<file path="src/rtl/machine_timer.sv">
// machine_timer: RISC-V machine timer with a 64-bit mtime counter, a
// programmable prescaler, a 64-bit mtimecmp compare register and a
// single-outstanding 32-bit register port. All outputs are registered.
module machine_timer #(
   parameter int PRESCALE_W   = 8,
   parameter bit RESET_ENABLE = 1'b1
) (
   input  logic        clk,
   input  logic        rst,
   input  logic        req,
   input  logic        wr,
   input  logic [4:0]  addr,
   input  logic [31:0] wdata,
   input  logic [3:0]  be,
   output logic        ack,
   output logic [31:0] rdata,
   output logic        timer_interrupt
);

   localparam logic [2:0] SEL_MTIME_LO = 3'd0;
   localparam logic [2:0] SEL_MTIME_HI = 3'd1;
   localparam logic [2:0] SEL_CMP_LO   = 3'd2;
   localparam logic [2:0] SEL_CMP_HI   = 3'd3;
   localparam logic [2:0] SEL_CTRL     = 3'd4;

   // Replace each byte of old_v whose enable is set with the matching byte of new_v.
   function automatic logic [31:0] byte_merge(input logic [31:0] old_v,
                                              input logic [31:0] new_v,
                                              input logic [3:0]  be_v);
      logic [31:0] res_v;
      for (int b = 0; b < 4; b++) begin
         res_v[8*b +: 8] = be_v[b] ? new_v[8*b +: 8] : old_v[8*b +: 8];
      end
      return res_v;
   endfunction

   logic [63:0]           mtime_r;
   logic [63:0]           mtimecmp_r;
   logic                  enable_r;
   logic [PRESCALE_W-1:0] div_r;
   logic [PRESCALE_W-1:0] pcnt_r;
   logic [31:0]           hi_shadow_r;
   logic                  ack_r;
   logic [31:0]           rdata_r;
   logic                  irq_r;

   logic                  acc_s;
   logic                  wr_acc_s;
   logic                  rd_acc_s;
   logic [2:0]            sel_s;
   logic                  tick_s;
   logic [31:0]           ctrl_word_s;
   logic [31:0]           rd_mux_s;
   logic [63:0]           mtime_nxt_s;
   logic [63:0]           mtimecmp_nxt_s;
   logic                  enable_nxt_s;
   logic [PRESCALE_W-1:0] div_nxt_s;
   logic [PRESCALE_W-1:0] pcnt_nxt_s;

   // A new access is taken only when no ack is being presented this cycle.
   assign acc_s    = req & ~ack_r;
   assign wr_acc_s = acc_s & wr;
   assign rd_acc_s = acc_s & ~wr;
   assign sel_s    = addr[4:2];
   assign tick_s   = enable_r & (pcnt_r == div_r);

   // Assemble the ctrl register image as software sees it.
   always_comb begin
      ctrl_word_s                   = 32'h0000_0000;
      ctrl_word_s[0]                = enable_r;
      ctrl_word_s[8 +: PRESCALE_W]  = div_r;
   end

   // Read data selection; mtime_hi returns the shadow captured by the last lo read.
   always_comb begin
      rd_mux_s = 32'h0000_0000;
      case (sel_s)
         SEL_MTIME_LO: rd_mux_s = mtime_r[31:0];
         SEL_MTIME_HI: rd_mux_s = hi_shadow_r;
         SEL_CMP_LO:   rd_mux_s = mtimecmp_r[31:0];
         SEL_CMP_HI:   rd_mux_s = mtimecmp_r[63:32];
         SEL_CTRL:     rd_mux_s = ctrl_word_s;
         default:      rd_mux_s = 32'h0000_0000;
      endcase
   end

   // Next mtime: a software write to either half wins and swallows a same-cycle tick.
   always_comb begin
      mtime_nxt_s = mtime_r;
      if (wr_acc_s && (sel_s == SEL_MTIME_LO)) begin
         mtime_nxt_s[31:0] = byte_merge(mtime_r[31:0], wdata, be);
      end else if (wr_acc_s && (sel_s == SEL_MTIME_HI)) begin
         mtime_nxt_s[63:32] = byte_merge(mtime_r[63:32], wdata, be);
      end else if (tick_s) begin
         mtime_nxt_s = mtime_r + 64'd1;
      end else begin
         mtime_nxt_s = mtime_r;
      end
   end

   // Next mtimecmp: byte-wise writes to either half.
   always_comb begin
      mtimecmp_nxt_s = mtimecmp_r;
      if (wr_acc_s && (sel_s == SEL_CMP_LO)) begin
         mtimecmp_nxt_s[31:0] = byte_merge(mtimecmp_r[31:0], wdata, be);
      end else if (wr_acc_s && (sel_s == SEL_CMP_HI)) begin
         mtimecmp_nxt_s[63:32] = byte_merge(mtimecmp_r[63:32], wdata, be);
      end else begin
         mtimecmp_nxt_s = mtimecmp_r;
      end
   end

   // Next ctrl and prescaler count; any ctrl write restarts the prescaler phase.
   always_comb begin
      enable_nxt_s = enable_r;
      div_nxt_s    = div_r;
      pcnt_nxt_s   = pcnt_r;
      if (wr_acc_s && (sel_s == SEL_CTRL)) begin
         enable_nxt_s = be[0] ? wdata[0] : enable_r;
         for (int i = 0; i < PRESCALE_W; i++) begin
            div_nxt_s[i] = be[(8 + i) / 8] ? wdata[8 + i] : div_r[i];
         end
         pcnt_nxt_s = {PRESCALE_W{1'b0}};
      end else if (tick_s) begin
         pcnt_nxt_s = {PRESCALE_W{1'b0}};
      end else if (enable_r) begin
         pcnt_nxt_s = pcnt_r + PRESCALE_W'(1);
      end else begin
         pcnt_nxt_s = pcnt_r;
      end
   end

   // Timer state registers.
   always_ff @(posedge clk) begin
      if (rst) begin
         mtime_r     <= 64'h0000_0000_0000_0000;
         mtimecmp_r  <= 64'hFFFF_FFFF_FFFF_FFFF;
         enable_r    <= RESET_ENABLE;
         div_r       <= {PRESCALE_W{1'b0}};
         pcnt_r      <= {PRESCALE_W{1'b0}};
         hi_shadow_r <= 32'h0000_0000;
      end else begin
         mtime_r    <= mtime_nxt_s;
         mtimecmp_r <= mtimecmp_nxt_s;
         enable_r   <= enable_nxt_s;
         div_r      <= div_nxt_s;
         pcnt_r     <= pcnt_nxt_s;
         if (rd_acc_s && (sel_s == SEL_MTIME_LO)) begin
            hi_shadow_r <= mtime_r[63:32];
         end
      end
   end

   // Registered bus response and interrupt compare on current register values.
   always_ff @(posedge clk) begin
      if (rst) begin
         ack_r   <= 1'b0;
         rdata_r <= 32'h0000_0000;
         irq_r   <= 1'b0;
      end else begin
         ack_r   <= acc_s;
         rdata_r <= rd_acc_s ? rd_mux_s : 32'h0000_0000;
         irq_r   <= (mtime_r >= mtimecmp_r);
      end
   end

   assign ack             = ack_r;
   assign rdata           = rdata_r;
   assign timer_interrupt = irq_r;

endmodule

</file>
<file path="config.mk">
export PLATFORM = sky130hd
export DESIGN_NAME = machine_timer
export DESIGN_NICKNAME = d
export VERILOG_FILES = /design/src/rtl/machine_timer.sv
export SDC_FILE = /design/constraint.sdc
export NUM_CORES = 1
export LEC_CHECK = 0
export CAP_MARGIN = 10
export CORE_ASPECT_RATIO = 0.8
export CORE_UTILIZATION = 25
export CTS_BUF_LIST = sky130_fd_sc_hd__clkbuf_8
export DETAILED_ROUTE_END_ITERATION = 12
export PLACE_DENSITY = 0.45
export SYNTH_ARGS = -nofsm -noshare
export SYNTH_HDL_FRONTEND = slang
export SYNTH_SLANG_ARGS = --single-unit
</file>
<file path="constraint.sdc">
create_clock -name clk -period 2.63 [get_ports clk]
set_input_delay 0.526 -clock clk [delete_from_list [all_inputs] [get_ports clk]]
set_output_delay 0.526 -clock clk [all_outputs]
set_load 0.005 [all_outputs]
</file>
==> impl_results.rst <==
.. list-table::
   :header-rows: 1

   * - Metric
     - Value
   * - Worst reg2reg startpoint
     - mtime_r[7]
   * - Total die area
     - about 0.048 mm²
   * - Slowest stage cell, crit path
     - or4_4
   * - Routability cong.
     - 0.886
   * - Most common flop cell mapped by yosys
     - dfxtp_1
   * - Via density
     - approximately 5.2
   * - CP peak stage delay
     - 560 ps
   * - Power density over the cells
     - approximately 520 mW/mm²
   * - Iteration-0 DRC Markers
     - around 1,100
   * - Placeable core region
     - 0.0462 mm²
   * - Switch Pwr
     - 0.00219 W
   * - Number of instances in the synthesized netlist
     - 1,498
   * - Commonest cells after routing, fill and taps aside
     - nand2_1 (252), dfxtp_1 (211), buf_4 (172)
   * - Clock-pin slew reported for the worst setup and hold paths after clock tree synthesis
     - approximately 60 ps
   * - Number of setup violations in the final report
     - 0
   * - CP arrival
     - ~3000 ps
   * - Starting utilization of the core area
     - 25.6%
   * - Ant. Diodes
     - 0
   * - Fraction of synthesis flops using an asynchronous set or reset pin
     - 0%
   * - Most area-hungry cell type in the Yosys netlist
     - dfxtp_1
   * - Cell-by-cell listing of the critical path
     - nand4_2 -> or4_4 -> or3_1 -> nor4b_1 -> o21ai_0 -> a32o_1
   * - Logic gate share of total power
     - 10.6%
   * - TritonCTS clock tree
     - built
   * - Fill cell instance count of the final layout
     - about 5,000
   * - Startpoint of the lowest-slack hold path
     - rst
   * - Count of nets after finishing
     - 1,810
   * - Number of maximum-capacitance constraint violations
     - 0
   * - Actual transition at the worst max-transition pin
     - 696 ps
   * - Share of total power in sequential cells
     - 40.5%
   * - Bufs on Longest Clock Path
     - 3
   * - Switching Fraction
     - 27.1%
   * - Relative contribution of the clock network to total power
     - around half
   * - Static leakage power
     - ~6.4 nW
   * - Worst reg2reg endpoint
     - mtime_r[60]
   * - Clock Skews
     - around 26 ps
   * - Worst Path Max Fanout
     - 5
   * - Number of buffers created by CTS
     - 42
   * - Clock insertion delay at the later pin of the skew report
     - 620 ps
   * - Drt drc
     - 0
   * - Type of the worst setup path
     - reg -> reg
   * - Root cell of the clock tree
     - clkbuf_8
   * - Fmax
     - between 0.4 and 0.5 GHz
   * - Largest net degree at the start of global routing
     - 49
   * - Antenna violations before repair
     - 0
   * - H-tree depth
     - 2
   * - Worst-case register-to-register setup slack
     - around 140 ps
   * - Via count of the first global-routing pass
     - 11,785
   * - Port buffer count
     - 76
   * - RSZ-0062 raised after global routing
     - false
   * - Global route total overflow
     - 0
   * - Sequential-to-total area share from yosys stat
     - about 36%
   * - Total nets after synthesis
     - about 1,600
   * - Final routed wirelength across all metal layers
     - 50,800 µm
   * - Post-synth EDFFs
     - 0
   * - Global-route usage over all layers
     - roughly a fifth
   * - Endpoint, Worst Hold
     - mtimecmp_r[25]
   * - Worst IR Drop VDD
     - 0.268 mV
   * - Final core utilization
     - 33.7%
   * - Outcome
     - complete, no violations
   * - Signed area change from the synthesized netlist to the final layout
     - 31.4%
   * - Register bit count reported by yosys
     - 211
   * - Shortest clock period the worst path allows after layout
     - roughly 2500 ps
   * - CP endpoint kind
     - flop
   * - Netlist cell types
     - 71
   * - Routed wire length per instance
     - between 20 and 25 µm
   * - Global-route wire length before repair
     - 76,500 µm
   * - Clk sink count
     - 211
   * - Worst hold path depth
     - 3
   * - Number of warnings issued by yosys
     - 0
   * - Vertical die dimension
     - 197 µm
   * - Vias
     - 12,234
   * - Post-synth top area share
     - 35.7%
   * - Most area-consuming cells after synthesis
     - dfxtp_1 (36%), nand2_1 (8.0%), ha_1 (7.0%)
   * - Post-synthesis average cell area
     - around 7.9 µm²
   * - Final number of max-transition violations
     - 0
   * - Number of rows in the core area
     - 70
   * - Post-synthesis cell area
     - 0.0118 mm²
   * - Final period utilization
     - a little over nine tenths
   * - Post-DP HPWL
     - 37,700 µm
   * - Share of final-layout standard cells stronger than drive strength 1
     - 16.8%
   * - Final hold violation count
     - 0
   * - Total internal power
     - 0.00590 W
   * - Total power
     - 0.00809 W
   * - Num ports
     - 79
   * - Chip Width
     - 245 µm
   * - Most common library cell in the layout ignoring fill and taps
     - nand2_1
   * - Reg2Reg Depth
     - 6
   * - Slew HR
     - 53.6%
   * - Number of search-and-repair iterations in the first detailed-routing pass
     - 6
   * - Antenna viol nets, final
     - 0
   * - Class of the tightest hold or removal check
     - in -> reg
   * - Crit start category
     - flop
   * - Critical Path RT
     - 3130 ps
[per-layer routing]
layer | vias up | part of all wire, % | global-route usage (%)
li1 | 5880 | - | -
met1 | 5904 | 49 | 30.9
met2 | 385 | 42 | 31.5
met3 | 65 | 6.6 | 4.67
met4 | 0 | 1.7 | 4.42
met5 | - | 0 | 0
[timing repair]
action                     CTS  global route
hold buffers                 0             0
setup endpoints to repair    0            10
buffers inserted             0             1
resized for setup            0             1
[through the flow]
step,setup TNS (ps),instance area (µm²),hold slack [ps],setup slack (ps),std cells
4_1_cts,0,15500,329,57.6,2343
3_5_place_dp,-1730,14600,446,-160,2266
3_3_place_gp,-1640,14600,442,-211,2266
6_report,0,15500,380,136,2344
2_1_floorplan,0,11800,433,330,1498
5_1_grt,0,15500,360,15.4,2344
[cell families after synthesis]
family | count (synthesis) | synth area share [%]
compound gates | 448 | 25.0
flops | 211 | 35.7
fa+ha+maj | 66 | 6.98
buf+inv | 183 | 6.03
mux | 28 | 2.81
xor+xnor | 15 | 1.11
simple gates | 547 | 22.4
[critical path, delay by kind of cell, from the launching register on]
| kind | cells | cell delay (ps) |
|---|---|---|
| AND/OR/NAND/NOR | 4 | 1590 |
| AO/OA/AOI/OAI | 2 | 330 |
| flip-flops | 1 | 450 |
[sequential cells by signal, indices dropped and copies added, names as in the netlist]
register	flops
ack	1
div_r	8
enable_r	1
hi_shadow_r	32
mtime_r	64
mtimecmp_r	64
pcnt_r	8
rdata	32
timer_interrupt	1
[cells in the mapped netlist (10+ instances only)]
| master | n |
|---|---|
| nand2_1 | 252 |
| dfxtp_1 | 211 |
| a21oi_1 | 125 |
| nor2_1 | 91 |
| clkbuf_1 | 79 |
| inv_1 | 76 |
| o21ai_0 | 76 |
| o211ai_1 | 73 |
| ha_1 | 66 |
| nand4_1 | 42 |
| nand3_1 | 40 |
| a211oi_1 | 22 |
| mux2i_1 | 22 |
| a221oi_1 | 21 |
| a22oi_1 | 20 |
| o31ai_1 | 20 |
| a21o_1 | 19 |
| nor3_1 | 17 |
| and2_1 | 15 |
| buf_2 | 14 |
| and3_1 | 13 |
| nor4_1 | 13 |
| buf_1 | 12 |
| xnor2_1 | 11 |
| o22a_1 | 10 |
[power by group through the flow]
| stage | combinational (W) | clock, W | sequential (W) |
|---|---|---|---|
| after floorplan | 0.000370 | 0 | 0.00334 |
| after global placement | 0.000846 | 0 | 0.00334 |
| after detailed placement | 0.000848 | 0 | 0.00334 |
| after CTS | 0.000851 | 0.00406 | 0.00327 |
| after global routing | 0.000917 | 0.00422 | 0.00328 |
| final | 0.000861 | 0.00396 | 0.00327 |
[worst max path at each step]
stage	startpoint	to	slack [ps]	cells after the start
4_1_cts	pcnt_r[2]	mtime_r[48]	60	7
2_1_floorplan	addr[2]	mtime_r[9]	330	8
5_1_grt	mtimecmp_r[5]	timer_interrupt	20	9
3_5_place_dp	req	mtime_r[10]	-160	8
3_3_place_gp	req	mtime_r[27]	-210	8
6_report	mtime_r[7]	mtime_r[60]	140	6
[cell type report]
| class | instances | area [µm²] | area share [%] |
|---|---|---|---|
| clock buffers | 57 | 785 | 5.05 |
| well taps | 612 | 766 | 4.93 |
| flip-flops and latches | 211 | 4220 | 27.2 |
| repair buffers | 264 | 2380 | 15.3 |
| multi-input cells | 1104 | 6920 | 44.5 |
| inverters | 76 | 285 | 1.83 |
| clock inverters | 20 | 194 | 1.25 |
Power figures use the tool's default switching activity.
